`config.mk`:
```
export PLATFORM = sky130hd
export DESIGN_NAME = cordic_range_reduce_flat
export DESIGN_NICKNAME = d
export VERILOG_FILES = /design/src/rtl/cordic_range_reduce_if.sv /design/src/rtl/cordic_range_reduce.sv /design/src/flat_wrapper.sv
export SDC_FILE = /design/constraint.sdc
export NUM_CORES = 1
export LEC_CHECK = 0
export ABC_AREA = 1
export ABC_CLOCK_PERIOD_IN_PS = 3900
export CELL_PAD_IN_SITES_DETAIL_PLACEMENT = 0
export CELL_PAD_IN_SITES_GLOBAL_PLACEMENT = 2
export CORE_ASPECT_RATIO = 0.9
export CORE_MARGIN = 2
export CORE_UTILIZATION = 28
export DETAILED_ROUTE_END_ITERATION = 8
export PLACE_DENSITY_LB_ADDON = 0.1
export SKIP_CTS_REPAIR_TIMING = 1
export SYNTH_ARGS = -nofsm -noshare
export SYNTH_HDL_FRONTEND = slang
export SYNTH_SLANG_ARGS = --single-unit
```
`constraint.sdc`:
```
create_clock -name clk -period 3.9 [get_ports clk]
set_input_delay 0.585 -clock clk [delete_from_list [all_inputs] [get_ports clk]]
set_output_delay 0.585 -clock clk [all_outputs]
set_load 0.01 [all_outputs]
```
`src/rtl/cordic_range_reduce_if.sv`:
```
// Handshake bundle between an angle source, the range reducer and the CORDIC front end.
// The theta side and the x0/y0/z0 side each use their own valid/ready pair.
interface cordic_range_reduce_if #(
  parameter int unsigned W = 32
);
  logic         [W-1:0] theta;
  logic                 in_valid;
  logic                 in_ready;
  logic signed  [W-1:0] x0;
  logic signed  [W-1:0] y0;
  logic signed  [W-1:0] z0;
  logic                 out_neg;
  logic                 out_valid;
  logic                 out_ready;

  modport master (
    output theta, in_valid, out_ready,
    input  in_ready, x0, y0, z0, out_neg, out_valid
  );

  modport slave (
    input  theta, in_valid, out_ready,
    output in_ready, x0, y0, z0, out_neg, out_valid
  );
endinterface

```
`src/rtl/cordic_range_reduce.sv`:
```
// Reduces a signed Q16.16 angle to [-pi/2, +pi/2] for the CORDIC rotator; out_neg flags a pi
// fold so the downstream stage negates X and Y. Fixed latency regardless of theta.
module cordic_range_reduce #(
  parameter int unsigned W        = 32,
  parameter int          TWO_PI   = 411775,
  parameter int          PI       = 205887,
  parameter int          HALF_PI  = 102944,
  parameter int          KINV     = 39797,
  parameter int unsigned COARSE_N = 13
) (
  input  logic                   clk,
  input  logic                   rst_n,
  cordic_range_reduce_if.slave   bus
);

  localparam int unsigned KW = (COARSE_N > 1) ? $clog2(COARSE_N) : 1;
  localparam logic signed [W+1:0] TwoPiX  = (W+2)'(TWO_PI);
  localparam logic signed [W+1:0] PiX     = (W+2)'(PI);
  localparam logic signed [W+1:0] HalfPiX = (W+2)'(HALF_PI);

  typedef enum logic [2:0] {StIdle, StCoarse, StWrap, StFold, StDone} state_e;

  state_e               state_q, state_d;
  logic signed [W+1:0]  acc_q, acc_d;
  logic        [KW-1:0] k_q, k_d;
  logic                 in_ready_q, in_ready_d;
  logic                 out_valid_q, out_valid_d;
  logic                 out_neg_q, out_neg_d;
  logic signed [W-1:0]  x0_q, x0_d;
  logic signed [W-1:0]  y0_q, y0_d;
  logic signed [W-1:0]  z0_q, z0_d;
  logic signed [W+1:0]  step;

  always_ff @(posedge clk or negedge rst_n) begin
    if (!rst_n) begin
      state_q     <= StIdle;
      acc_q       <= '0;
      k_q         <= '0;
      in_ready_q  <= 1'b0;
      out_valid_q <= 1'b0;
      out_neg_q   <= 1'b0;
      x0_q        <= '0;
      y0_q        <= '0;
      z0_q        <= '0;
    end else begin
      state_q     <= state_d;
      acc_q       <= acc_d;
      k_q         <= k_d;
      in_ready_q  <= in_ready_d;
      out_valid_q <= out_valid_d;
      out_neg_q   <= out_neg_d;
      x0_q        <= x0_d;
      y0_q        <= y0_d;
      z0_q        <= z0_d;
    end
  end

  always_comb begin
    state_d     = state_q;
    acc_d       = acc_q;
    k_d         = k_q;
    in_ready_d  = in_ready_q;
    out_valid_d = out_valid_q;
    out_neg_d   = out_neg_q;
    x0_d        = x0_q;
    y0_d        = y0_q;
    z0_d        = z0_q;
    step        = TwoPiX <<< k_q;

    unique case (state_q)
      StIdle: begin
        in_ready_d = 1'b1;
        if (bus.in_valid && in_ready_q) begin
          acc_d      = {{2{bus.theta[W-1]}}, bus.theta};
          k_d        = KW'(COARSE_N - 1);
          in_ready_d = 1'b0;
          state_d    = StCoarse;
        end
      end
      // Binary-weighted subtraction of 2pi multiples, largest first.
      StCoarse: begin
        if (acc_q >= step) begin
          acc_d = acc_q - step;
        end else if (acc_q <= -step) begin
          acc_d = acc_q + step;
        end
        if (k_q == '0) begin
          state_d = StWrap;
        end else begin
          k_d = k_q - 1'b1;
        end
      end
      StWrap: begin
        if (acc_q > PiX) begin
          acc_d = acc_q - TwoPiX;
        end else if (acc_q < -PiX) begin
          acc_d = acc_q + TwoPiX;
        end
        state_d = StFold;
      end
      StFold: begin
        if (acc_q > HalfPiX) begin
          z0_d      = W'(acc_q - PiX);
          out_neg_d = 1'b1;
        end else if (acc_q < -HalfPiX) begin
          z0_d      = W'(acc_q + PiX);
          out_neg_d = 1'b1;
        end else begin
          z0_d      = W'(acc_q);
          out_neg_d = 1'b0;
        end
        x0_d        = W'(KINV);
        y0_d        = '0;
        out_valid_d = 1'b1;
        state_d     = StDone;
      end
      StDone: begin
        if (bus.out_ready) begin
          out_valid_d = 1'b0;
          in_ready_d  = 1'b1;
          state_d     = StIdle;
        end
      end
      default: state_d = StIdle;
    endcase
  end

  assign bus.in_ready  = in_ready_q;
  assign bus.out_valid = out_valid_q;
  assign bus.out_neg   = out_neg_q;
  assign bus.x0        = x0_q;
  assign bus.y0        = y0_q;
  assign bus.z0        = z0_q;

endmodule

```
`src/flat_wrapper.sv`:
```
// flat-port wrapper written by rule: the top's interface ports become plain ports
module cordic_range_reduce_flat 
#(
  parameter int unsigned W        = 32,
  parameter int          TWO_PI   = 411775,
  parameter int          PI       = 205887,
  parameter int          HALF_PI  = 102944,
  parameter int          KINV     = 39797,
  parameter int unsigned COARSE_N = 13
)
  (clk, rst_n, bus_theta, bus_in_valid, bus_out_ready, bus_in_ready, bus_x0, bus_y0, bus_z0, bus_out_neg, bus_out_valid);
  cordic_range_reduce_if #(.W(W)) bus_i ();
  input  logic clk;
  input  logic rst_n;
  input wire logic [$bits(bus_i.theta)-1:0] bus_theta;
  input wire logic [$bits(bus_i.in_valid)-1:0] bus_in_valid;
  input wire logic [$bits(bus_i.out_ready)-1:0] bus_out_ready;
  output wire logic [$bits(bus_i.in_ready)-1:0] bus_in_ready;
  output wire logic [$bits(bus_i.x0)-1:0] bus_x0;
  output wire logic [$bits(bus_i.y0)-1:0] bus_y0;
  output wire logic [$bits(bus_i.z0)-1:0] bus_z0;
  output wire logic [$bits(bus_i.out_neg)-1:0] bus_out_neg;
  output wire logic [$bits(bus_i.out_valid)-1:0] bus_out_valid;
  assign bus_i.theta = bus_theta;
  assign bus_i.in_valid = bus_in_valid;
  assign bus_i.out_ready = bus_out_ready;
  assign bus_in_ready = bus_i.in_ready;
  assign bus_x0 = bus_i.x0;
  assign bus_y0 = bus_i.y0;
  assign bus_z0 = bus_i.z0;
  assign bus_out_neg = bus_i.out_neg;
  assign bus_out_valid = bus_i.out_valid;
  cordic_range_reduce #(.W(W), .TWO_PI(TWO_PI), .PI(PI), .HALF_PI(HALF_PI), .KINV(KINV), .COARSE_N(COARSE_N)) u_core (.clk(clk), .rst_n(rst_n), .bus(bus_i));
endmodule
```
==> report_table.html <==
<table>
<tr><th>Metric</th><th>Value</th></tr>
<tr><th colspan="2">Worst setup path</th></tr>
<tr><td>Largest fanout of any net on the critical path</td><td>15</td></tr>
<tr><td>WP data required</td><td>4.16 ns</td></tr>
<tr><td>Crit path launch type</td><td>flip-flop</td></tr>
<tr><td>CP arrival</td><td>4.04 ns</td></tr>
<tr><td>Setup CP Type</td><td>reg2reg</td></tr>
<tr><td>Kind of end point of the critical path</td><td>flip-flop</td></tr>
<tr><th colspan="2">Synthesis</th></tr>
<tr><td>Count of state elements after synthesis</td><td>77</td></tr>
<tr><td>Adder-cell area share of the yosys netlist</td><td>12.2%</td></tr>
<tr><td>Warning count from the yosys run</td><td>0</td></tr>
<tr><td>Combinational family with the most area after synthesis</td><td>simple AND/OR/NAND/NOR gates</td></tr>
<tr><td>Syn Inst Count</td><td>2604</td></tr>
<tr><td>Leading post-synthesis cells by instance count</td><td>702 x sky130_fd_sc_hd__nand2_1, 366 x sky130_fd_sc_hd__nor2_1, 320 x sky130_fd_sc_hd__inv_1, 182 x sky130_fd_sc_hd__a21oi_1, 157 x sky130_fd_sc_hd__nand3_1</td></tr>
<tr><td>Top_reg_cell synth</td><td>sky130_fd_sc_hd__dfrtp_1</td></tr>
<tr><td>Dominant cell by count in the synthesized netlist</td><td>sky130_fd_sc_hd__nand2_1</td></tr>
<tr><td>Number of distinct library cells after synthesis</td><td>57</td></tr>
<tr><td>FFs w/ async S/R, synth</td><td>100%</td></tr>
<tr><td>Dominant cells by area after synthesis</td><td>sky130_fd_sc_hd__nand2_1 18%, sky130_fd_sc_hd__dfrtp_1 13%, sky130_fd_sc_hd__ha_1 12%</td></tr>
<tr><td>Post-synth EDFFs</td><td>0</td></tr>
<tr><td>Syn avg cell area</td><td>5.71 um2</td></tr>
<tr><td>Sequential cell area fraction in the yosys report</td><td>13.0%</td></tr>
<tr><td>Syn Std Cell Area</td><td>between 0.01 and 0.015 mm2</td></tr>
<tr><td>Share of the synthesized area in compound gates (AO/OA/AOI/OAI)</td><td>15.9%</td></tr>
<tr><td>Simple-Gate Fraction of Synth Area</td><td>between 40% and 50%</td></tr>
<tr><td>Xor and xnor area share after synthesis</td><td>under 10%</td></tr>
<tr><td>Mux contribution to synthesized area</td><td>0%</td></tr>
<tr><td>Synth area leader</td><td>sky130_fd_sc_hd__nand2_1</td></tr>
<tr><td>Top-area cell type share of the netlist area</td><td>17.7%</td></tr>
<tr><th colspan="2">Job</th></tr>
<tr><td>Number of violations of the max-capacitance limit</td><td>0</td></tr>
<tr><th colspan="2">CTS</th></tr>
<tr><td>Skew-Pair Late Insertion Delay</td><td>0.38 ns</td></tr>
<tr><td>CTS H-tree depth</td><td>3</td></tr>
<tr><td>Cts bufs inserted</td><td>9</td></tr>
<tr><td>Num Clock Sinks</td><td>77</td></tr>
<tr><td>TritonCTS clock tree</td><td>built</td></tr>
<tr><td>Clock tree root driver cell</td><td>sky130_fd_sc_hd__clkbuf_16</td></tr>
<tr><td>Max Buffers Root-to-Sink</td><td>2</td></tr>
<tr><td>Clock slew seen by the registers of the worst setup and hold paths</td><td>0.08 ns</td></tr>
<tr><th colspan="2">Detailed routing</th></tr>
<tr><td>Final wirelength</td><td>75500 um</td></tr>
<tr><td>Total number of vias</td><td>18400</td></tr>
<tr><td># DRC</td><td>0</td></tr>
<tr><td>TritonRoute pass-1 iters</td><td>6</td></tr>
<tr><td>Drt first-iter violations</td><td>1469</td></tr>
<tr><td>Final ANT Viol Nets</td><td>0</td></tr>
<tr><td>Wire length per cell</td><td>20.4 um</td></tr>
<tr><td>Routed vias/inst</td><td>4.95</td></tr>
<tr><th colspan="2">Floorplan</th></tr>
<tr><td>Horiz. Die Dim</td><td>247 um</td></tr>
<tr><td>Top Ports</td><td>135</td></tr>
<tr><td>Total die area</td><td>0.0550 mm2</td></tr>
<tr><td>Y dimension of the die</td><td>223 um</td></tr>
<tr><td>Core region area</td><td>approximately 0.053 mm2</td></tr>
<tr><td>Initial Util</td><td>between 20% and 30%</td></tr>
<tr><td>Count of standard-cell rows</td><td>80</td></tr>
<tr><th colspan="2">GRT</th></tr>
<tr><td>Residual overflow from global routing</td><td>0</td></tr>
<tr><td>Antenna violations before repair</td><td>2</td></tr>
<tr><td>GRT Resource Usage Total</td><td>26.8%</td></tr>
<tr><td>Maximum number of pins on one net before global-route repair</td><td>60</td></tr>
<tr><td>Global-route wire length before repair</td><td>110000 um</td></tr>
<tr><td>Number of global-route vias before repair</td><td>17100</td></tr>
<tr><th colspan="2">STA</th></tr>
<tr><td>Worst slew pin tran</td><td>~0.88 ns</td></tr>
<tr><td>WHS</td><td>0.298 ns</td></tr>
<tr><td>Setup-violating endpoint count in the final report</td><td>0</td></tr>
<tr><td>Max-slew headroom at the worst pin</td><td>41.5%</td></tr>
<tr><td>Achievable frequency</td><td>between 200 and 300 MHz</td></tr>
<tr><td>Setup repair after global routing missed its margin</td><td>yes</td></tr>
<tr><td>Shortest period the worst path allows</td><td>3.78 ns</td></tr>
<tr><td>Number of hold violations in the final report</td><td>0</td></tr>
<tr><td>Final critical-path share of the clock period</td><td>between 90% and 100%</td></tr>
<tr><td>Slew Viols, Final</td><td>0</td></tr>
<tr><td>Total negative slack</td><td>0 ns</td></tr>
<tr><td>Setup clock skew after layout</td><td>0.0174 ns</td></tr>
<tr><th colspan="2">Layout</th></tr>
<tr><td>Filler cell count</td><td>5874</td></tr>
<tr><td>Final core area utilization</td><td>38.3%</td></tr>
<tr><td>Fraction of final layout cells sized beyond drive strength 1</td><td>22.0%</td></tr>
<tr><td>Layout Area Growth over Synthesis</td><td>35.9%</td></tr>
<tr><td>Final Net Count</td><td>3186</td></tr>
<tr><th colspan="2">Status</th></tr>
<tr><td>Run status</td><td>finished clean</td></tr>
<tr><th colspan="2">Placed design</th></tr>
<tr><td>Gp weighted congestion</td><td>between 0.9 and 1</td></tr>
<tr><td>Port buffer count</td><td>80</td></tr>
<tr><td>Total half-perimeter wirelength after legalization and detailed placement</td><td>62100 um</td></tr>
<tr><th colspan="2">Worst hold path</th></tr>
<tr><td>Class of the most critical hold timing path</td><td>in2async</td></tr>
</table>
-- kinds of logic (layout without fill, tap and decap cells) --
logic type / Yosys count / count (layout)
AOI/OAI and AO/OA: 426 / 426
adders and majority gates: 143 / 143
buffers and inverters: 476 / 831
and+or+nand+nor: 1408 / 1408
DFF: 77 / 77
other: 1 / 55
xor gates and xnor gates: 73 / 73
-- placed cells by master, fill, tap and decap left out, types with 5 or more instances in the layout --
cell / n
sky130_fd_sc_hd__ha_4: 23
sky130_fd_sc_hd__nand2_4: 6
sky130_fd_sc_hd__dfrtp_1: 76
sky130_fd_sc_hd__nor4_1: 11
sky130_fd_sc_hd__nand4_1: 56
sky130_fd_sc_hd__o21ai_2: 9
sky130_fd_sc_hd__clkdlybuf4s50_1: 79
sky130_fd_sc_hd__a21o_1: 11
sky130_fd_sc_hd__o21ai_1: 45
sky130_fd_sc_hd__o22ai_1: 5
sky130_fd_sc_hd__a21oi_2: 29
sky130_fd_sc_hd__o21bai_1: 12
sky130_fd_sc_hd__nand2_1: 677
sky130_fd_sc_hd__nor2_4: 12
sky130_fd_sc_hd__buf_6: 7
sky130_fd_sc_hd__nand3_1: 147
sky130_fd_sc_hd__nor3_1: 36
sky130_fd_sc_hd__nand3_2: 11
sky130_fd_sc_hd__inv_1: 304
sky130_fd_sc_hd__nor3_2: 8
sky130_fd_sc_hd__o21a_1: 6
sky130_fd_sc_hd__buf_12: 7
sky130_fd_sc_hd__conb_1: 54
sky130_fd_sc_hd__a21boi_0: 5
sky130_fd_sc_hd__clkbuf_16: 12
sky130_fd_sc_hd__nor2_1: 322
sky130_fd_sc_hd__a31oi_1: 18
sky130_fd_sc_hd__nand2_2: 30
sky130_fd_sc_hd__or2_2: 13
sky130_fd_sc_hd__buf_4: 374
sky130_fd_sc_hd__xor2_1: 72
sky130_fd_sc_hd__o211ai_1: 9
sky130_fd_sc_hd__ha_1: 115
sky130_fd_sc_hd__o21ai_0: 97
sky130_fd_sc_hd__nor2_2: 49
sky130_fd_sc_hd__nand3b_1: 7
sky130_fd_sc_hd__a21oi_1: 162
sky130_fd_sc_hd__inv_2: 34
-- state kept, by name, indices dropped and copies added, names as in the netlist --
register and cells:
u_core.state_q 3, u_core.bus.out_neg 1, u_core.k_q 4, u_core.bus.x0 1
u_core.bus.z0 32, u_core.acc_q 34, u_core.bus.out_valid 1, u_core.bus.in_ready 1
-- metrics by stage --
stage               instance area, um2  worst slack, ns  instances
finish                           20200            0.123       3710
global route                     20200          -0.0517       3709
CTS                              19100           -0.212       3686
detailed placement               18700           -0.188       3670
global placement                 18700           -0.142       3670
floorplan                        15100           0.0470       2657
-- worst paths after layout --
path                                      startpoint  cells after the start                   end  slack [ns]
worst max register to register         u_core.k_q[1]                     25       u_core.acc_q[1]        0.12
max in group asynchronous                      rst_n                      2      u_core.acc_q[25]        2.75
min in group clk                u_core.bus.out_valid                      2  u_core.bus.out_valid        0.48
worst min-delay path                           rst_n                      1      u_core.bus.z0[5]        0.30
worst min register to register  u_core.bus.out_valid                      2  u_core.bus.out_valid        0.48
worst max-delay path                   u_core.k_q[1]                     25       u_core.acc_q[1]        0.12
-- critical path: stages, from the launching register on --
cell                      delay, ns
sky130_fd_sc_hd__dfrtp_1       0.38
sky130_fd_sc_hd__inv_2         0.08
sky130_fd_sc_hd__ha_4          0.17
sky130_fd_sc_hd__ha_4          0.16
sky130_fd_sc_hd__inv_1         0.06
sky130_fd_sc_hd__nor2_2        0.04
sky130_fd_sc_hd__inv_2         0.09
sky130_fd_sc_hd__ha_4          0.16
sky130_fd_sc_hd__nand3_4       0.09
sky130_fd_sc_hd__nor3_4        0.22
sky130_fd_sc_hd__nand2_2       0.10
sky130_fd_sc_hd__inv_2         0.07
sky130_fd_sc_hd__nand2_1       0.06
sky130_fd_sc_hd__xor2_1        0.15
sky130_fd_sc_hd__ha_1          0.28
sky130_fd_sc_hd__nand2_1       0.07
sky130_fd_sc_hd__buf_4         0.13
sky130_fd_sc_hd__nor4_1        0.34
sky130_fd_sc_hd__nand3_1       0.13
sky130_fd_sc_hd__nand2_1       0.10
sky130_fd_sc_hd__nor2_2        0.05
sky130_fd_sc_hd__nand4_4       0.11
sky130_fd_sc_hd__buf_8         0.20
sky130_fd_sc_hd__nand4_1       0.19
sky130_fd_sc_hd__nor2_1        0.16
sky130_fd_sc_hd__nor2_1        0.05
-- area by class of cell --
| cell class | instances | area [um2] | share of cell area, % |
|---|---|---|---|
| multi-input cells | 2104 | 11800 | 58.6 |
| diodes | 1 | 2.50 | 0.0124 |
| repair buffers | 472 | 3920 | 19.4 |
| clock inverters | 5 | 108 | 0.532 |
| flip-flops and latches | 77 | 1930 | 9.54 |
| inverters | 342 | 1300 | 6.44 |
| repair inverters | 1 | 8.76 | 0.0433 |
| well taps | 697 | 872 | 4.31 |
| clock buffers | 11 | 233 | 1.15 |
-- layer usage --
metal  share of wire, %  vias to the layer above  wire length (um)  track usage [%]
met3                4.8                       71              3630             2.89
met4                2.6                        2              1950             7.13
met5              0.015                        -                11                0
met1                 47                     8652             35200             37.0
li1                   -                     9134                 -                -
met2                 46                      522             34800             44.1
Power is not shown: default switching activity piles up to over one toggle a cycle in this logic, so the estimate is an artifact.
